<file path="src/rtl/quad_pkg.sv">
// Shared types and the transition lookup for the quadrature position decoder.
package quad_pkg;

    typedef enum logic [1:0] {
        Q_NONE    = 2'd0,
        Q_UP      = 2'd1,
        Q_DOWN    = 2'd2,
        Q_ILLEGAL = 2'd3
    } q_decode_t;

    localparam logic DIR_UP   = 1'b1;
    localparam logic DIR_DOWN = 1'b0;

    // Classify a move from the previous {A,B} pair to the current one.
    // Gray order going up is 00 -> 01 -> 11 -> 10 -> 00. A jump of two
    // positions means both channels changed at once and the direction
    // cannot be known.
    function automatic q_decode_t quad_decode(input logic [1:0] prev, input logic [1:0] cur);
        q_decode_t r;
        case ({prev, cur})
            4'b0000, 4'b0101, 4'b1111, 4'b1010: r = Q_NONE;
            4'b0001, 4'b0111, 4'b1110, 4'b1000: r = Q_UP;
            4'b0010, 4'b1011, 4'b1101, 4'b0100: r = Q_DOWN;
            default:                            r = Q_ILLEGAL;
        endcase
        return r;
    endfunction

endpackage

</file>
<file path="src/rtl/quad_sync.sv">
// Multi-stage synchronizer for the two asynchronous encoder channels.
module quad_sync #(
    parameter int unsigned SYNC_STAGES = 2
) (
    input  logic clk,
    input  logic rst,
    input  logic qa,
    input  logic qb,
    output logic qa_s,
    output logic qb_s
);

    logic [SYNC_STAGES-1:0] a_q;
    logic [SYNC_STAGES-1:0] b_q;

    // Shift each channel through its flop chain; reset clears the chain.
    always_ff @(posedge clk) begin
        if (rst) begin
            a_q <= '0;
            b_q <= '0;
        end else begin
            a_q <= {a_q[SYNC_STAGES-2:0], qa};
            b_q <= {b_q[SYNC_STAGES-2:0], qb};
        end
    end

    assign qa_s = a_q[SYNC_STAGES-1];
    assign qb_s = b_q[SYNC_STAGES-1];

endmodule

</file>
<file path="src/rtl/quadrature_position_decoder.sv">
// Quadrature encoder decoder driving a loadable, wrapping position counter.
module quadrature_position_decoder
    import quad_pkg::*;
#(
    parameter int unsigned WIDTH       = 4,
    parameter int unsigned SYNC_STAGES = 2
) (
    input  logic             clk,
    input  logic             rst,
    input  logic             load,
    input  logic [WIDTH-1:0] din,
    input  logic             en,
    input  logic             qa,
    input  logic             qb,
    output logic [WIDTH-1:0] count,
    output logic             dir,
    output logic             step,
    output logic             err,
    output logic             err_sticky
);

    localparam int unsigned WARM_CYCLES = SYNC_STAGES + 1;
    localparam int unsigned WW          = $clog2(WARM_CYCLES + 1);
    localparam logic [WW-1:0] WARM_DONE = WW'(WARM_CYCLES);

    logic       qa_s;
    logic       qb_s;
    logic [1:0] s;

    logic [WIDTH-1:0] count_q, count_d;
    logic             dir_q, dir_d;
    logic             step_q, step_d;
    logic             err_q, err_d;
    logic             sticky_q, sticky_d;
    logic [1:0]       prev_q, prev_d;
    logic [WW-1:0]    warm_q, warm_d;
    q_decode_t        dec;

    quad_sync #(
        .SYNC_STAGES(SYNC_STAGES)
    ) u_sync (
        .clk  (clk),
        .rst  (rst),
        .qa   (qa),
        .qb   (qb),
        .qa_s (qa_s),
        .qb_s (qb_s)
    );

    assign s = {qa_s, qb_s};

    // Next-state: warm-up gating, transition decode, counter update, load priority.
    always_comb begin
        count_d  = count_q;
        dir_d    = dir_q;
        step_d   = 1'b0;
        err_d    = 1'b0;
        sticky_d = load ? 1'b0 : sticky_q;
        prev_d   = s;
        warm_d   = warm_q;
        dec      = Q_NONE;

        if (warm_q != WARM_DONE) begin
            warm_d = warm_q + 1'b1;
        end else begin
            dec = quad_decode(prev_q, s);
        end

        case (dec)
            Q_UP: begin
                dir_d = DIR_UP;
                if (en) begin
                    step_d  = 1'b1;
                    count_d = count_q + 1'b1;
                end
            end
            Q_DOWN: begin
                dir_d = DIR_DOWN;
                if (en) begin
                    step_d  = 1'b1;
                    count_d = count_q - 1'b1;
                end
            end
            // An error coinciding with load still leaves the sticky flag set.
            Q_ILLEGAL: begin
                err_d    = 1'b1;
                sticky_d = 1'b1;
            end
            default: ;
        endcase

        if (load) begin
            count_d = din;
            step_d  = 1'b0;
        end
    end

    // State register with synchronous reset overriding load and decode.
    always_ff @(posedge clk) begin
        if (rst) begin
            count_q  <= '0;
            dir_q    <= DIR_UP;
            step_q   <= 1'b0;
            err_q    <= 1'b0;
            sticky_q <= 1'b0;
            prev_q   <= '0;
            warm_q   <= '0;
        end else begin
            count_q  <= count_d;
            dir_q    <= dir_d;
            step_q   <= step_d;
            err_q    <= err_d;
            sticky_q <= sticky_d;
            prev_q   <= prev_d;
            warm_q   <= warm_d;
        end
    end

    assign count      = count_q;
    assign dir        = dir_q;
    assign step       = step_q;
    assign err        = err_q;
    assign err_sticky = sticky_q;

endmodule

</file>
<file path="config.mk">
export PLATFORM = sky130hd
export DESIGN_NAME = quadrature_position_decoder
export DESIGN_NICKNAME = d
export VERILOG_FILES = /design/src/rtl/quad_pkg.sv /design/src/rtl/quad_sync.sv /design/src/rtl/quadrature_position_decoder.sv
export SDC_FILE = /design/constraint.sdc
export NUM_CORES = 1
export LEC_CHECK = 0
export CAP_MARGIN = 40
export CORE_AREA = 8 8 50 52
export DETAILED_ROUTE_END_ITERATION = 6
export DIE_AREA = 0 0 58 60
export PLACE_DENSITY = 0.7
export RECOVER_POWER = 25
export SLEW_MARGIN = 25
export SYNTH_ARGS = -nofsm -noshare
export SYNTH_HDL_FRONTEND = slang
export SYNTH_SLANG_ARGS = --single-unit
</file>
<file path="constraint.sdc">
create_clock -name clk -period 2.9 [get_ports clk]
set_input_delay 0.435 -clock clk [delete_from_list [all_inputs] [get_ports clk]]
set_output_delay 0.435 -clock clk [all_outputs]
set_load 0.02 [all_outputs]
</file>
; Word-level counts from Yosys, hierarchy flattened
; Memory sizes are Yosys's and may differ from the RTL's. A register that Yosys moved wholly into a read port is not among the register bits.
; Index checks and enable logic that the tools add are counted.
[classes]
n_mux = 11
eq_ne = 6
reduce_logical = 6
n_addsub = 3
bitwise = 1
[op_table]
columns = operator, count
row1 = two-way mux 4 bit, 4
row2 = case mux 4 bit (2 select lines), 1
row3 = != test 3 bit (second input constant), 2
row4 = adder 4 x 1 -> 4 bit (second input constant), 1
row5 = equality test 2 bit (second input constant), 2
row6 = two-way mux 1 bit, 4
row7 = nonzero test 2 bit, 2
row8 = subtractor 4 x 1 -> 4 bit (second input constant), 1
row9 = AND reduction 3 bit, 1
row10 = nonzero test 3 bit, 1
row11 = OR reduction 3 bit, 1
row12 = adder 2 x 1 -> 2 bit (second input constant), 1
row13 = equality test 2 x 1 -> 1 bit (second input constant), 1
row14 = two-way mux 2 bit, 1
row15 = != test 2 bit (second input constant), 1
row16 = case mux 1 bit (2 select lines), 1
row17 = OR reduction 2 bit, 1
row18 = inverter 1 bit, 1
[totals]
regBits = 14
mem_bits_ro = 32
in_bits = 10
mem_count = 1
[mem_list]
columns = memory, depth, word_bits, read_ports, rd_clocked_by_memory_dff, wr, line
row1 = (no name shown), 16, 2, 1, 1, 0, quad_pkg.sv:20  ; case ({prev, cur})

; Depth between registers and ports, before layout
[depth]
word_depth = 6
ltp_mapped = 9

; Hierarchy
; A second synthesis with hierarchy kept.
[hier_totals]
cells_unflattened = 72
area_unflattened_um2 = 688.2
[modules_own_cells]
columns = module, seq_area_each_um2, area_per_inst_um2, cells_each, instances
row1 = quadrature_position_decoder, 240.2, 583.1, 64, 1
row2 = quad_sync, 80.1, 105.1, 8, 1

; Worst setup path before layout
; No wires, ideal clock.
[synth_timing]
path_kind = register to register
startpoint = reg warm_q[0]
endpoint = reg count_q[2] (netlist: count[2])
synth_period_minus_slack_ps = 2021
setup_slack_ps = 879
setup_ps = 79
t_arrival_ps = 1942
stages_incl_launch_ff = 10
path_cell_list = dfxtp_1 -> ha_1 -> buf_6 -> nand3b_1 -> xnor2_1 -> ha_1 -> or4b_1 -> a21oi_2 -> xnor2_1 -> a211oi_2
[synth_between]
elab_chain_cells = 5
word_cells_on_any_way = 10
[synth_rtl]
columns = item, line
row1 = start: declaration, quadrature_position_decoder.sv:36  ; logic [WW-1:0] warm_q, warm_d;
row2 = start signal: assignment, quadrature_position_decoder.sv:115  ; warm_q <= warm_d;
row3 = != test 2 bit (*), quadrature_position_decoder.sv:63  ; if (warm_q != WARM_DONE) begin
row4 = two-way mux 2 bit (*), quadrature_position_decoder.sv:63
row5 = equality test 2 x 1 -> 1 bit or equality test 2 bit (tied branches), quadrature_position_decoder.sv:69  ; case (dec)
row6 = != test 3 bit (no line) (tied with other cells), -
row7 = AND reduction 3 bit (no line) or two-way mux 4 bit (tied branches), -
row8 = end signal: assignment, quadrature_position_decoder.sv:109  ; count_q <= count_d;
row9 = end: declaration, quadrature_position_decoder.sv:30  ; logic [WIDTH-1:0] count_q, count_d;
; Mark *: on every way between the ends. The rest lies on a longest branch, timed or not.
; A chain may end at the register's enable or synchronous reset.

; Worst setup path in the final report
; Ends and elaborated chain as after synthesis.

==> flow_metrics.tcl <==
set metrics [dict create \
    antenna_found_initial 0 \
    synth_fp_nets 86 \
    hold_path_class "reg2reg" \
    final_hold_viol_count 0 \
    grt_pass1_wl_mm 2.45 \
    cp.required_ns 3.11 \
    status "completed" \
    powerDensity_nw_per_um2 506 \
    num_rows 16 \
    avgSynthCellArea_um2 9.82 \
    hold_start "u_sync.b_q[0]$_SDFF_PP0_" \
    cts_max_path_buffers 2 \
    tightest_slew_ns 0.597 \
    start_util_pct 40.3 \
    gp_congestion 0.755 \
    fin_crit_sh_pct 75.3 \
    yosysWarningCount 0 \
    cts_setup_buffers 0 \
    wl_mm 1.42 \
    root_buffer "clkbuf_4" \
    arrival_ns 2.40 \
    r2r_start "warm_q[0]$_SDFFE_PP0P_" \
    synth_edf_count 0 \
    dp_hpwl_mm 1.08 \
    ir_drop_mv 0.304 \
    wire_per_inst_um 12.8 \
    worstPathCellList "ha_1 > nand3b_1 > xnor2_1 > ha_1 > or4b_1 > a21oi_2 > xnor2_1 > a211oi_2" \
    grt_setup_unrepaired "false" \
    path_clk_slew_ns 0.10 \
    synthTopCellsByArea "dfxtp_1, mux2i_1, nor2_1" \
    cp_slowest_cell "or4b_1" \
    worst-path-max-fanout 8 \
    tns_ns 0 \
    reg2reg_to "count[2]$_SDFFE_PP0P_" \
    grt_overflow 0 \
    drtIter0Drc 0 \
    min_to "u_sync.b_q[1]$_SDFF_PP0_" \
    synthCells 74 \
    max_clock_freq_mhz 458 \
    ios 18 \
    dp_slack_ns 0.729 \
    slowest_delay_ns 0.48 \
    drive_gt1_share_pct 7.53 \
    yosysTopAreaCell "dfxtp_1" \
    ctsResizeCount 0 \
    hold_buffers 0 \
    slew_headroom_pct 60.2 \
    vias_per_cell 5.16 \
    synthToLayoutAreaGrowth_pct 28.4 \
    synth_area_um2 727 \
    cts_tree "built" \
    cts.sinks 16 \
    grt_usage_pct 9.25 \
    vias 573 \
    r2r_slack_ns 0.72 \
    fin_skew_ns 0.00887 \
    grt_max_degree 14 \
    synth_cell_types 27 \
    cts_buffers 3 \
    leakage_nw 0.373 \
    ant_nets 0 \
    total_power_mw 0.472 \
    grt_pass1_vias 563 \
    worstRegToRegCells 8 \
    async_flop_share_pct 0 \
    drcViolationCount 0 \
    first_pass_iters 1 \
    finalMaxSlewViolations 0 \
    startpoint_type "flop" \
    yosysSeqAreaShare_pct 44.1 \
    min_period_ns 2.18 \
    ys_ff_latch 16 \
    synth_ff_type "dfxtp_1" \
    finalSetupViolations 0 \
    hold_depth 2 \
    crit_path_end_kind "flop" \
    path_class "reg2reg" \
    core_um2 1800 \
    synth.top_cell.area_share_pct 44.1 \
    numPortBuffers 17 \
    maxCapViolations 0 \
    nets 106 \
    clock_latency_ns 0.28 \
    die-width_um 58 \
    setup_ws_ns 0.718 \
    die-area_um2 3480 \
    htreeDepth 1 \
    die_y_um 60 \
    n_antenna_cell 0 \
]
==> metrics by stage <==
stage	instance area (um^2)	util (%)	hold WS, ns	std cells
finish	933	51.8	0.487	111
CTS	937	52.0	0.489	111
global placement	901	50.0	0.471	107
floorplan	727	-	0.454	74
global route	933	51.8	0.536	111
detailed placement	901	50.0	0.479	107
==> critical path: cells and delay by family, from the launching register on <==
kind / cells / cell delay [ns]
xor gates and xnor gates: 2 / 0.24
DFF: 1 / 0.36
AOI/OAI and AO/OA: 2 / 0.34
and+or+nand+nor: 2 / 0.65
adders and majority gates: 2 / 0.51
==> placed cells by master, fill, tap and decap left out <==
cell type	n
a21oi_1	2
a31o_2	1
a211oi_2	1
a21boi_0	1
and4_1	1
o21ai_1	1
nand2_1	2
or4b_1	1
a21oi_2	1
nand2b_1	1
dlygate4sd3_1	1
clkbuf_1	1
mux2i_1	7
nor2_1	9
and3_1	2
xor2_1	3
clkbuf_8	1
ha_1	2
nand3_1	1
a211oi_1	3
clkbuf_4	3
a32oi_1	1
clkdlybuf4s50_1	16
or3_1	1
xnor2_1	2
inv_1	3
dfxtp_1	16
nand3b_1	3
nor3_1	3
nor2b_1	3
==> report_power, final <==
part / switching [mW] / internal, mW
registers: 0.0146 / 0.235
clock network: 0.0692 / 0.0763
logic: 0.0350 / 0.0419
total: 0.119 / 0.354
==> cell families after synthesis <==
| group | count (synthesis) | synth area share (%) |
|---|---|---|
| AOI/OAI and AO/OA | 11 | 11.5 |
| xor gates and xnor gates | 5 | 6.03 |
| adders and majority gates | 2 | 3.44 |
| buffers and inverters | 6 | 5.16 |
| DFF | 16 | 44.1 |
| muxes | 7 | 9.64 |
| and+or+nand+nor | 27 | 20.1 |
==> layer usage <==
layer / part of all wire (%) / wire length [um] / track usage, % / up-vias
li1: - / - / - / 297
met1: 48 / 682 / 9.98 / 262
met2: 47 / 662 / 15.6 / 12
met3: 3.2 / 45 / 2.37 / 2
met4: 1.9 / 27 / 6.29 / 0
met5: 0 / 0 / 0 / -
==> layout make-up <==
class | count | area (um^2)
Fill cell | 172 | 868
Multi-Input combinational cell | 52 | 369
Sequential cell | 16 | 320
Timing Repair Buffer | 18 | 174
Clock buffer | 4 | 36.3
Tap cell | 18 | 22.5
Inverter | 3 | 11.3
==> Yosys cell counts (3+ instances only) <==
cell and instances:
dfxtp_1 16, nor2_1 9, mux2i_1 7, a211oi_1 3, inv_1 3, nand3b_1 3
nor2b_1 3, nor3_1 3, xor2_1 3
==> worst max path at each step <==
stage	from	end	slack (ns)	cells past startpoint
6_report	warm_q[0]$_SDFFE_PP0P_	count[2]$_SDFFE_PP0P_	0.72	8
5_1_grt	warm_q[0]$_SDFFE_PP0P_	count[2]$_SDFFE_PP0P_	0.54	8
4_1_cts	warm_q[0]$_SDFFE_PP0P_	count[2]$_SDFFE_PP0P_	0.71	8
3_5_place_dp	warm_q[0]$_SDFFE_PP0P_	count[2]$_SDFFE_PP0P_	0.73	8
3_3_place_gp	warm_q[0]$_SDFFE_PP0P_	count[2]$_SDFFE_PP0P_	0.79	8
2_1_floorplan	warm_q[0]$_SDFFE_PP0P_	count[2]$_SDFFE_PP0P_	0.88	9
Note: power is estimated with default switching activity, not from simulation.
